`src/rtl/seq_mag_compare.sv`:
```
// Bit-serial MSB-first magnitude comparator with start/done handshake.
// Supports unsigned and two's-complement operands and exits at the first differing bit.
module seq_mag_compare #(
    parameter int unsigned WIDTH = 8,
    parameter int unsigned CW    = $clog2(WIDTH + 1)
) (
    input  logic             clk,
    input  logic             rst,
    input  logic             start,
    input  logic             signed_mode,
    input  logic [WIDTH-1:0] a,
    input  logic [WIDTH-1:0] b,
    output logic             busy,
    output logic             done,
    output logic             gt,
    output logic             eq,
    output logic             lt,
    output logic [CW-1:0]    nbits
);

    localparam int unsigned IW = $clog2(WIDTH);
    localparam logic [IW-1:0] IdxMsb    = IW'(WIDTH - 1);
    localparam logic [CW-1:0] NbitsFull = CW'(WIDTH);

    typedef enum logic [1:0] {
        StIdle,
        StScan,
        StDone
    } state_e;

    state_e           state_q;
    logic [WIDTH-1:0] a_q;
    logic [WIDTH-1:0] b_q;
    logic             signed_q;
    logic [IW-1:0]    idx_q;
    logic             busy_q;
    logic             done_q;
    logic             gt_q;
    logic             eq_q;
    logic             lt_q;
    logic [CW-1:0]    nbits_q;

    logic bit_a;
    logic bit_b;
    logic differ;
    logic a_wins;

    always_comb begin
        bit_a  = a_q[idx_q];
        bit_b  = b_q[idx_q];
        differ = bit_a ^ bit_b;
        // A sign bit of 1 means the smaller value, so the MSB sense flips in signed mode.
        a_wins = (signed_q && (idx_q == IdxMsb)) ? bit_b : bit_a;
    end

    always_ff @(posedge clk) begin
        if (rst) begin
            state_q  <= StIdle;
            a_q      <= '0;
            b_q      <= '0;
            signed_q <= 1'b0;
            idx_q    <= '0;
            busy_q   <= 1'b0;
            done_q   <= 1'b0;
            gt_q     <= 1'b0;
            eq_q     <= 1'b0;
            lt_q     <= 1'b0;
            nbits_q  <= '0;
        end else begin
            done_q <= 1'b0;
            unique case (state_q)
                StIdle: begin
                    if (start) begin
                        a_q      <= a;
                        b_q      <= b;
                        signed_q <= signed_mode;
                        idx_q    <= IdxMsb;
                        gt_q     <= 1'b0;
                        eq_q     <= 1'b0;
                        lt_q     <= 1'b0;
                        nbits_q  <= '0;
                        busy_q   <= 1'b1;
                        state_q  <= StScan;
                    end
                end
                StScan: begin
                    if (differ) begin
                        gt_q    <= a_wins;
                        lt_q    <= ~a_wins;
                        nbits_q <= NbitsFull - CW'(idx_q);
                        done_q  <= 1'b1;
                        state_q <= StDone;
                    end else if (idx_q == '0) begin
                        eq_q    <= 1'b1;
                        nbits_q <= NbitsFull;
                        done_q  <= 1'b1;
                        state_q <= StDone;
                    end else begin
                        idx_q <= idx_q - 1'b1;
                    end
                end
                StDone: begin
                    busy_q  <= 1'b0;
                    state_q <= StIdle;
                end
                default: begin
                    busy_q  <= 1'b0;
                    state_q <= StIdle;
                end
            endcase
        end
    end

    assign busy  = busy_q;
    assign done  = done_q;
    assign gt    = gt_q;
    assign eq    = eq_q;
    assign lt    = lt_q;
    assign nbits = nbits_q;

endmodule

```
`config.mk`:
```
export PLATFORM = sky130hd
export DESIGN_NAME = seq_mag_compare
export DESIGN_NICKNAME = d
export VERILOG_FILES = /design/src/rtl/seq_mag_compare.sv
export SDC_FILE = /design/constraint.sdc
export NUM_CORES = 1
export LEC_CHECK = 0
export BUFFER_PORTS_ARGS = -buffer_cell sky130_fd_sc_hd__buf_2
export CELL_PAD_IN_SITES_DETAIL_PLACEMENT = 0
export CELL_PAD_IN_SITES_GLOBAL_PLACEMENT = 1
export CORE_ASPECT_RATIO = 1.1
export CORE_MARGIN = 5
export CORE_UTILIZATION = 40
export CTS_CLUSTER_SIZE = 40
export DETAILED_ROUTE_END_ITERATION = 10
export PLACE_DENSITY_LB_ADDON = 0.1
export SETUP_SLACK_MARGIN = 0.05
export SYNTH_ARGS = -nofsm -noshare
export SYNTH_HDL_FRONTEND = slang
export SYNTH_SLANG_ARGS = --single-unit
```
`constraint.sdc`:
```
create_clock -name clk -period 2.8 [get_ports clk]
set_clock_uncertainty 0.2 [all_clocks]
set_input_delay 0.14 -clock clk [delete_from_list [all_inputs] [get_ports clk]]
set_output_delay 0.14 -clock clk [all_outputs]
set_load 0.01 [all_outputs]
```
======== After elaboration in Yosys (flattened, before gate mapping) ========
Index checks and enable logic that the tools add are counted.
word-level totals
  input bits .............................. 20
  output and inout port bits .............. 9
  register bits after elaboration ......... 31
  word-level logic and storage cells ...... 66
cells by class
  reductions and logical operators ........ 12
  equality and inequality tests ........... 8
  magnitude comparators ................... 1
  multiplexer cells ....................... 29
  add/subtract/negate cells ............... 2
  bitwise operators ....................... 3
operators by type and width
  operator               number
  $mux W4                3
  $mux W1                11
  $ne A2 B2 Y1 const B   5
  $mux W3                3
  $pmux W1 S2            4
  $pmux W4 S2            1
  $reduce_and A4 Y1      2
  $bmux W1 S3            2
  $mux W2                3
  $pmux W3 S2            1
  $reduce_and A2 Y1      3
  $reduce_and A3 Y1      2
  $lt A3 B4 Y1 const B   1
  $pmux W2 S2            1
  $sub A4 B3 Y4 const A  1
  $eq A3 B3 Y1 const B   1
  $logic_not A3 Y1       1
  $ne A3 B3 Y1 const B   1
  $sub A3 B1 Y3 const B  1
  $eq A2 B1 Y1 const B   1
  $logic_not A2 Y1       1
  $not A1 Y1             2
  $reduce_bool A2 Y1     1
  $reduce_or A2 Y1       1
  2 further kinds        2

======== Depth between registers and ports, before layout ========
Gate-level depths: netlist of the first run.
  depth in word-level cells ............... 6
  gate-level depth with buffers ........... 7
  gate-level depth less buffers ........... 6

======== Worst setup path before layout of the first run ========
Ideal clock, no wire load.
  path type ............................... register to register
  from .................................... reg idx_q[0]
  to ...................................... reg idx_q[2]
  library setup time ...................... 0.080 ns
  path slack .............................. 0.611 ns
  data required time ...................... 2.520 ns
  period minus slack after synthesis ...... 2.189 ns
  buffers on the path ..................... 2
  stages on the path, launching flop included .. 8
  data arrival time ....................... 1.909 ns
  cell sequence ........................... dfxtp_1 > buf_6 > mux4_2 > mux2i_4 > xnor2_1 > buf_2 > nand4_1 > a211oi_2
on the way
  cells in the longest elaborated chain, start to end .. 5
  elaborated cells between the ends (all ways) .. 13
  classes of those cells .................. add/sub: 1; eq/ne: 2; mux: 7; bitwise: 1; reduce/logical: 2
RTL lines
  element                             line    text
  start: declaration                  35      logic [IW-1:0] idx_q;
  start signal: assignment            77      idx_q <= IdxMsb;
  start signal: assignment            99      idx_q <= idx_q - 1'b1;
  $bmux W1 S3 (on tied branches)      49, 50
  $mux W1 (on tied branches)          49, 50
  $xor A1 B1 Y1                       51      differ = bit_a ^ bit_b;
  $ne A2 B2 Y1 (no source line)       n/a
  $reduce_and A4 Y1 (no source line)  n/a
Several ways; a longest one is shown, not always the timed one. The select of a mux whose other input is x is not followed.
A chain may end at the register's enable or synchronous reset.

======== Worst setup path after layout of the first run ========
  from .................................... reg idx_q[0]
  to ...................................... reg lt_q (netlist: lt)
on the way
  cells in the longest elaborated chain, start to end .. 6
  elaborated cells between the ends (all ways) .. 13
  classes of those cells .................. eq/ne: 2; mux: 7; bitwise: 2; reduce/logical: 2
RTL lines
  element                                                line  text
  $bmux W1 S3 (tied with other cells)                    49    bit_a = a_q[idx_q];
  $mux W1 (implied by the code) (tied with other cells)  49
  $mux W1                                                53    a_wins = (signed_q && (idx_q == IdxMsb)) ? bit_b : bit_a;
  $not A1 Y1                                             89    lt_q <= ~a_wins;
  $mux W1                                                87    if (differ) begin
  $pmux W1 S2                                            71    unique case (state_q)
  end signal: assignment                                 89
  end: declaration                                       40    logic lt_q;
Several ways; a longest one is shown, not always the timed one. The select of a mux whose other input is x is not followed.

==> impl_metrics.ini, run 1 <==
[grt]
via_count_of_the_first_global_routing_pass = 1298
grt.overflow.total = 0
grt_usage_pct = 14.9
grt_max_degree = 32
grt_pass1_wl_mm = 5.42
grt_antenna_before_repair = 0

[route]
first_pass_iters = 4
drt_iter0_markers = 62
routed_wl_mm = 3.13
via_per_inst = 5.00
route.detailed.wl_per_inst_um = 12.6
remaining_drc_errors = 0
route.antenna.remaining_nets = 0
dr_total_vias = 1246

[worst_hold_path]
holdCritPathClass = input port to flop

[layout]
design.final.nets = 224
area.sequential_um2 = 621
layout-drive-gt1-share_pct = 25.9
antenna_cells = 0
fillCellCount = 343
layout.cells.most_common_list = sky130_fd_sc_hd__nand2_1 (35), sky130_fd_sc_hd__dfxtp_1 (31), sky130_fd_sc_hd__buf_2 (28), sky130_fd_sc_hd__a21oi_1 (22), sky130_fd_sc_hd__dlygate4sd3_1 (17)
multi_input_area_um2 = 733
synth_to_final_area_change_pct = 28.4
layout.cells.most_common = sky130_fd_sc_hd__nand2_1

[place]
place.port_buffers = 28
dp_hpwl_mm = 2.16
place_congestion = 0.781
post-place-ws_ns = 0.354

[floorplanning]
floorplan.initialDensity_pct = 42.1
dieHeight_um = 72.6
floorplan.core_area_um2 = 3390
dieWidth_um = 66.9
core.rowCount = 22
die_area_um2 = 4860
i_o_pin_count = 29

[clocking]
postCtsHoldBufs = 17
cts_sinks = 31
ctsHtreeMaxLevel = 2
cts_inserted_buffers = 5
cts_tree = yes
path_clk_slew_ns = 0.10
worstSkewPairLatency_ns = 0.33
post-cts-setup-buffer-count = 0
ctsRootBufferMaster = sky130_fd_sc_hd__clkbuf_4
cts.repair.resized = 0
clockBufferDepth = 2

[sta]
setup-violations-final = 0
worst_slew_pin_slew_ns = 0.770
timing.final.crit_period_ns = 2.44
fin_ws_ns = 0.362
timing.final.max_slew_violations = 0
final_number_of_hold_violating_endpoints = 0
min_period_over_period_pct = 87.1
fmax_mhz = 410
worst_relative_slew_slack_pct = 48.5
hold_slack_ns = 0.0896
grt_setup_unrepaired = no
tns_ns = 0

[run_status]
outcome = finished clean

[worst_setup_path]
crit_arrival_ns = 2.51
timing.critical_path.depth = 6
critical-path-top-delay-family = multiplexers
crit-reg2reg-launch = idx_q[0]
crit_path_max_incr_delay_ns = 0.59
cp.buffers_inverters = 1
criticalPathCategory = flop to flop
critical_path.endpoint = lt
rrSetupSlack_ns = 0.36
worstPathMaxFanout = 10
crit_chain = mux4_2 -> mux2i_4 -> xnor2_1 -> buf_4 -> or3_1 -> a21oi_1
critical_path_required_ns = 2.87
setup.worst_path.start = idx_q[0]
crit-reg2reg-capture = lt
worst_setup_path_start_kind = flop
critical_path.endpoint_type = flop
worstRegToRegCells = 6
worst_path_max_delay_cell = sky130_fd_sc_hd__dfxtp_1

[yosys]
synth.avg_cell_area_um2 = 9.08
sequential_area_share_after_synthesis_pct = 43.5
syn_area_um2 = 1430
post_synth_num_cell_types = 32
syn-num-nets = 181
synth_cells = 157
ys_seq_elements = 31
synth-warning-count = 0

[job]
cap_viol_max_count = 0

[power]
power_per_cell_area_nw_per_um2 = 617
ir_worst_vdd_mv = 0.404
design_power_total_w = 0.00113
p_leak_nw = 0.728
[synthesized netlist by cell type]
cell type | number | share of area (%)
sky130_fd_sc_hd__a211oi_2 | 3 | 2.6
sky130_fd_sc_hd__a41o_1 | 1 | 0.70
sky130_fd_sc_hd__nor2_1 | 4 | 1.1
sky130_fd_sc_hd__nand2b_1 | 2 | 0.88
sky130_fd_sc_hd__buf_6 | 1 | 0.79
sky130_fd_sc_hd__nand4_1 | 4 | 1.8
sky130_fd_sc_hd__xnor2_1 | 1 | 0.61
sky130_fd_sc_hd__nor3_2 | 1 | 0.70
sky130_fd_sc_hd__and2_1 | 1 | 0.44
sky130_fd_sc_hd__o211ai_1 | 1 | 0.53
sky130_fd_sc_hd__mux2i_1 | 1 | 0.70
sky130_fd_sc_hd__buf_2 | 3 | 1.1
sky130_fd_sc_hd__inv_2 | 1 | 0.26
sky130_fd_sc_hd__dfxtp_1 | 31 | 44
sky130_fd_sc_hd__inv_1 | 3 | 0.79
sky130_fd_sc_hd__nand2_1 | 35 | 9.2
sky130_fd_sc_hd__clkbuf_1 | 8 | 2.1
sky130_fd_sc_hd__a32oi_1 | 1 | 0.61
sky130_fd_sc_hd__nand3_1 | 10 | 3.5
sky130_fd_sc_hd__ha_1 | 4 | 3.5
sky130_fd_sc_hd__nor2b_1 | 1 | 0.44
sky130_fd_sc_hd__mux4_2 | 4 | 6.3
sky130_fd_sc_hd__mux2i_4 | 2 | 3.2
sky130_fd_sc_hd__o21ai_1 | 1 | 0.35
sky130_fd_sc_hd__xor2_2 | 1 | 1.1
sky130_fd_sc_hd__or3_1 | 1 | 0.44
sky130_fd_sc_hd__nor3_1 | 2 | 0.70
sky130_fd_sc_hd__a221oi_2 | 1 | 1.1
sky130_fd_sc_hd__a22o_1 | 1 | 0.61
sky130_fd_sc_hd__a31oi_1 | 4 | 1.8
sky130_fd_sc_hd__o211ai_2 | 1 | 0.88
sky130_fd_sc_hd__a21oi_1 | 22 | 7.7
[how the worst min path moves through the flow]
stage	to	slack, ns	cells after the start	startpoint
floorplan	a_q[0]	0.08	2	a[0]
global placement	a_q[4]	0.18	3	a[4]
detailed placement	a_q[7]	0.19	3	a[7]
CTS	state_q[0]	0.08	2	rst
global route	state_q[0]	0.1	2	rst
finish	state_q[0]	0.09	2	rst
[per-stage QoR]
stage	std cells	utilization [%]	instance area, µm²
2_1_floorplan	157	-	1430
5_1_grt	249	54.1	1830
4_1_cts	249	54.1	1830
6_report	249	54.1	1830
3_5_place_dp	224	47.0	1590
3_3_place_gp	224	47.0	1590
[registers in the layout (all words and copies together) (netlist names), 2 cells and up]
name / flops
b_q: 8
a_q: 8
idx_q: 3
state_q: 2
nbits: 4
[cells by family (layout without fill, tap and decap cells)]
family / after synthesis / after routing / share of synthesized area [%]
AOI/OAI and AO/OA: 36 / 36 / 16.9
DFF: 31 / 31 / 43.5
xor gates and xnor gates: 2 / 2 / 1.76
buffers and inverters: 16 / 60 / 5.00
and+or+nand+nor: 61 / 61 / 19.1
muxes: 7 / 7 / 10.2
adders and majority gates: 4 / 4 / 3.51
[power by group]
group	switching [W]	internal (W)
Clock	0.000148	0.000148
Sequential	0.0000341	0.000482
Combinational	0.000183	0.000135
[routing by layer]
| layer | GRT usage [%] | up-vias | share of wire [%] |
|---|---|---|---|
| met3 | 5.39 | 9 | 5.4 |
| met1 | 14.6 | 575 | 41 |
| met4 | 7.88 | 0 | 2.6 |
| li1 | - | 635 | - |
| met5 | 0 | - | 0 |
| met2 | 26.8 | 27 | 51 |
[layout make-up]
cell class                 count  area share, %
clock buffer                   8           3.76
sequential                    31           33.9
multi-input combinational    110           40.1
timing repair buffer          48           18.2
inverter                       4          0.820
tap                           48           3.28
No activity file was read; power rests on OpenSTA's default activity.
==> run 2, diff against run 1 <==
CORE_UTILIZATION = 43   (was 40)
clock period = 3 ns   (was 2.8 ns; I/O delays follow)
==> run 2 against run 1 <==
Compared with the run above: routed wire length is essentially flat; clock power shrank 5%; register-to-register slack gained 0.07 ns; global-route usage grew 0.58 points; non-clock buffer count shrank 1; hold slack lost 0.0030 ns; worst setup slack gained 0.066 ns; die area shrank 6.0%; final cell count shrank 5.2%; design area shrank 1.2%; via count grew 1.1%; largest cell class unchanged; largest power group unchanged.
==> impl_metrics.ini, run 2 (synthesis results as in run 1) <==
[run_status]
outcome = finished clean

[worst_setup_path]
worst_setup_path_start_kind = flop
critical_path.endpoint_type = flop
worstPathMaxFanout = 9
crit_arrival_ns = 2.60
criticalPathCategory = flop to flop
critical_path_required_ns = 3.03
rrSetupSlack_ns = 0.43

[clocking]
ctsHtreeMaxLevel = 2
path_clk_slew_ns = 0.09
clockBufferDepth = 2
cts.repair.resized = 0
cts_sinks = 31
cts_inserted_buffers = 5
worstSkewPairLatency_ns = 0.34
postCtsHoldBufs = 17
post-cts-setup-buffer-count = 0
ctsRootBufferMaster = sky130_fd_sc_hd__clkbuf_4
cts_tree = yes

[floorplanning]
floorplan.initialDensity_pct = 43.5
floorplan.core_area_um2 = 3280
die_area_um2 = 4570
dieWidth_um = 64.9
core.rowCount = 22
i_o_pin_count = 29
dieHeight_um = 70.4

[place]
post-place-ws_ns = 0.430
place_congestion = 0.808
numPlacedInstances = 211
place.port_buffers = 28
dp_hpwl_mm = 2.13

[layout]
layout-drive-gt1-share_pct = 25.5
layout.cells.most_common_list = sky130_fd_sc_hd__nand2_1 (35), sky130_fd_sc_hd__dfxtp_1 (31), sky130_fd_sc_hd__buf_2 (28), sky130_fd_sc_hd__a21oi_1 (22), sky130_fd_sc_hd__dlygate4sd3_1 (17)
synth_to_final_area_change_pct = 26.9
postLayoutCoreUtil_pct = 55.2
fillCellCount = 312
antenna_cells = 0
count_of_placed_standard_cells_in_the_final_layout_fillers_left_out = 236
design.final.nets = 223
layout.cells.most_common = sky130_fd_sc_hd__nand2_1

[worst_hold_path]
holdCritPathClass = input port to flop

[sta]
min_period_over_period_pct = 85.7
final_number_of_hold_violating_endpoints = 0
timing.final.max_slew_violations = 0
grt_setup_unrepaired = no
worst_relative_slew_slack_pct = 50.9
fin_ws_ns = 0.428
setup-violations-final = 0
worst_slew_pin_slew_ns = 0.735
tns_ns = 0
fmax_mhz = 389
timing.final.crit_period_ns = 2.57

[route]
route.antenna.remaining_nets = 0
via_per_inst = 5.34
first_pass_iters = 4
routed_wl_mm = 3.13
dr_total_vias = 1260
route.detailed.wl_per_inst_um = 13.3
remaining_drc_errors = 0
drt_iter0_markers = 59

[power]
power_per_cell_area_nw_per_um2 = 584
ir_worst_vdd_mv = 0.306
p_leak_nw = 0.723
design_power_total_w = 0.00106

[grt]
grt_pass1_wl_mm = 5.50
grt_usage_pct = 15.4
grt_antenna_before_repair = 0
grt.overflow.total = 0
via_count_of_the_first_global_routing_pass = 1275
grt_max_degree = 32

[job]
cap_viol_max_count = 0
[run 2: worst paths after layout]
check	end	startpoint	cells past startpoint
setup reg to reg	idx_q[0]	idx_q[0]	6
setup / recovery	idx_q[0]	idx_q[0]	6
hold reg to reg	b_q[6]	b_q[6]	2
hold / removal	eq	rst	2
[run 2: area by class of cell]
class	count	area, µm²	share of cell area [%]
clock buffers	8	68.8	3.81
inverters	4	15.0	0.830
multi-input cells	110	733	40.6
flip-flops and latches	31	621	34.3
well taps	36	45.0	2.49
repair buffers	47	325	18.0
[run 2: worst max-delay path: stages (launching register included)]
cell and delay, ns:
sky130_fd_sc_hd__dfxtp_1 0.59, sky130_fd_sc_hd__mux4_2 0.59, sky130_fd_sc_hd__mux2i_4 0.22, sky130_fd_sc_hd__xnor2_1 0.37, sky130_fd_sc_hd__buf_4 0.27, sky130_fd_sc_hd__a41o_1 0.17, sky130_fd_sc_hd__a21oi_1 0.04
[run 2: where the power goes]
group / switching [W] / internal [W]
sequential: 0.0000334 / 0.000450
clock: 0.000143 / 0.000138
combinational: 0.000169 / 0.000123
[run 2: metal layers]
metal  global-route usage (%)  vias to the layer above  wire (µm)
li1                         -                      636          -
met3                     4.18                        9        127
met2                     25.9                       30       1570
met4                     10.1                        0        104
met5                        0                        -          0
met1                     16.7                      585       1330
[run 2: through the flow]
stage / area, µm² / hold WS, ns
2_1_floorplan: 1430 / 0.0860
3_3_place_gp: 1570 / 0.191
3_5_place_dp: 1570 / 0.196
4_1_cts: 1810 / 0.0743
5_1_grt: 1810 / 0.112
6_report: 1810 / 0.0866
==> run 3, diff against run 2 <==
==> constraint.sdc (replaced) <==
create_clock -name clk -period 3 [get_ports clk]
set_clock_uncertainty 0.2 [all_clocks]
set_input_delay 0.3 -clock clk [delete_from_list [all_inputs] [get_ports clk]]
set_output_delay 0.3 -clock clk [all_outputs]
set_load 0.01 [all_outputs]
==> run 3 against run 2 <==
Compared with the run above: design area is 0.55% lower; clock-buffer cell count stayed put; die area stayed put; critical endpoint unchanged.
==> impl_metrics.ini, run 3 (synthesis results as in run 1) <==
[clocking]
cts_tree = yes
cts_sinks = 31
post-cts-setup-buffer-count = 0
worstSkewPairLatency_ns = 0.34
ctsRootBufferMaster = sky130_fd_sc_hd__clkbuf_4
ctsHtreeMaxLevel = 2
cts_inserted_buffers = 5
clockBufferDepth = 2
path_clk_slew_ns = 0.09

[worst_setup_path]
rrSetupSlack_ns = 0.43
crit-reg2reg-launch = idx_q[0]
worstPathMaxFanout = 9
criticalPathCategory = flop to flop
crit_arrival_ns = 2.60
setup.worst_path.start = idx_q[0]
critical_path.endpoint_type = flop
critical_path_required_ns = 3.03
worst_setup_path_start_kind = flop

[sta]
fmax_mhz = 389
worst_relative_slew_slack_pct = 50.9
hold_slack_ns = 0.00964
timing.final.max_slew_violations = 0
final_number_of_hold_violating_endpoints = 0
tns_ns = 0
timing.final.crit_period_ns = 2.57
min_period_over_period_pct = 85.7
setup-violations-final = 0
worst_slew_pin_slew_ns = 0.735
grt_setup_unrepaired = no

[place]
place.port_buffers = 28
numPlacedInstances = 211
dp_hpwl_mm = 2.13
place_congestion = 0.808

[power]
total_switching_power_w = 0.000345
sequentialPowerShare_pct = 45.8
sw_frac_of_total_pct = 32.7
ir_worst_vdd_mv = 0.306
clockPowerShare_pct = 26.6
comb_power_share_pct = 27.6
internal-power_w = 0.000711
p_leak_nw = 0.719
power_per_cell_area_nw_per_um2 = 587

[route]
drt_iter0_markers = 69
via_per_inst = 5.35
wirelength_met1_mm = 1.32
met2_wirelength_mm = 1.57
first_pass_iters = 4
route.detailed.wl_per_inst_um = 13.3
topRoutingLayerUsed = met4
dr_total_vias = 1258
met3_wirelength_um = 127
routed_wl_mm = 3.13
route.antenna.remaining_nets = 0
remaining_drc_errors = 0

[layout]
layout-drive-gt1-share_pct = 25.6
fillCellCount = 315
layout.cells.most_common = sky130_fd_sc_hd__nand2_1
design.final.nets = 222
synth_to_final_area_change_pct = 26.2
postLayoutCoreUtil_pct = 54.9
layout.cells.most_common_list = sky130_fd_sc_hd__nand2_1 (35), sky130_fd_sc_hd__dfxtp_1 (31), sky130_fd_sc_hd__buf_2 (28), sky130_fd_sc_hd__a21oi_1 (22), sky130_fd_sc_hd__dlygate4sd3_1 (16)
antenna_cells = 0
count_of_placed_standard_cells_in_the_final_layout_fillers_left_out = 235

[grt]
grt_antenna_before_repair = 0
grt_max_degree = 32
grt.overflow.total = 0
grt_usage_pct = 15.4
via_count_of_the_first_global_routing_pass = 1275
grt_pass1_wl_mm = 5.50

[floorplanning]
floorplan.core_area_um2 = 3280
dieWidth_um = 64.9
floorplan.initialDensity_pct = 43.5
core.rowCount = 22
die_area_um2 = 4570
dieHeight_um = 70.4
i_o_pin_count = 29

[worst_hold_path]
holdCritPathClass = input port to flop
holdCritStartpoint = a[5]

[run_status]
outcome = finished clean

[job]
cap_viol_max_count = 0
==> run 3: worst max-delay path, cell delays in order (launching register included) <==
cell	delay, ns
sky130_fd_sc_hd__dfxtp_1	0.59
sky130_fd_sc_hd__mux4_2	0.59
sky130_fd_sc_hd__mux2i_4	0.22
sky130_fd_sc_hd__xnor2_1	0.37
sky130_fd_sc_hd__buf_4	0.27
sky130_fd_sc_hd__a41o_1	0.17
sky130_fd_sc_hd__a21oi_1	0.04
==> run 3: path summary, 6_finish.rpt <==
kind	end	cells past startpoint
setup / recovery	idx_q[0]	6
hold / removal	a_q[5]	3
setup reg to reg	idx_q[0]	6
hold reg to reg	b_q[6]	2
==> run 3: layer usage <==
metal / global-route usage (%) / vias to the layer above
li1: - / 634
met1: 16.7 / 585
met2: 25.9 / 30
met3: 4.18 / 9
met4: 10.1 / 0
met5: 0 / -
==> run 3: area by class of cell <==
type | instances | area [µm²] | area share [%]
timing repair buffer | 46 | 315 | 17.5
clock buffer | 8 | 68.8 | 3.83
inverter | 4 | 15.0 | 0.835
tap | 36 | 45.0 | 2.51
multi-input combinational | 110 | 733 | 40.8
sequential | 31 | 621 | 34.5
==> run 3: timing repair <==
action / in CTS / in global routing
hold endpoints to repair: 16 / 0
resized for setup: 0 / 0
hold buffers: 16 / 0
==> run 3: power groups by stage <==
stage / clock network [W] / registers, W / logic [W]
2_1_floorplan: 0 / 0.000480 / 0.000224
3_3_place_gp: 0 / 0.000493 / 0.000272
3_5_place_dp: 0 / 0.000494 / 0.000276
4_1_cts: 0.000291 / 0.000485 / 0.000293
5_1_grt: 0.000301 / 0.000491 / 0.000323
6_report: 0.000280 / 0.000484 / 0.000291
==> run 3: metrics by stage <==
| stage | power [W] | setup slack [ns] | area (µm²) |
|---|---|---|---|
| finish | 0.00106 | 0.428 | 1800 |
| global route | 0.00112 | 0.248 | 1800 |
| CTS | 0.00107 | 0.402 | 1800 |
| detailed placement | 0.000771 | 0.430 | 1570 |
| global placement | 0.000765 | 0.487 | 1570 |
| floorplan | 0.000705 | 0.811 | 1430 |
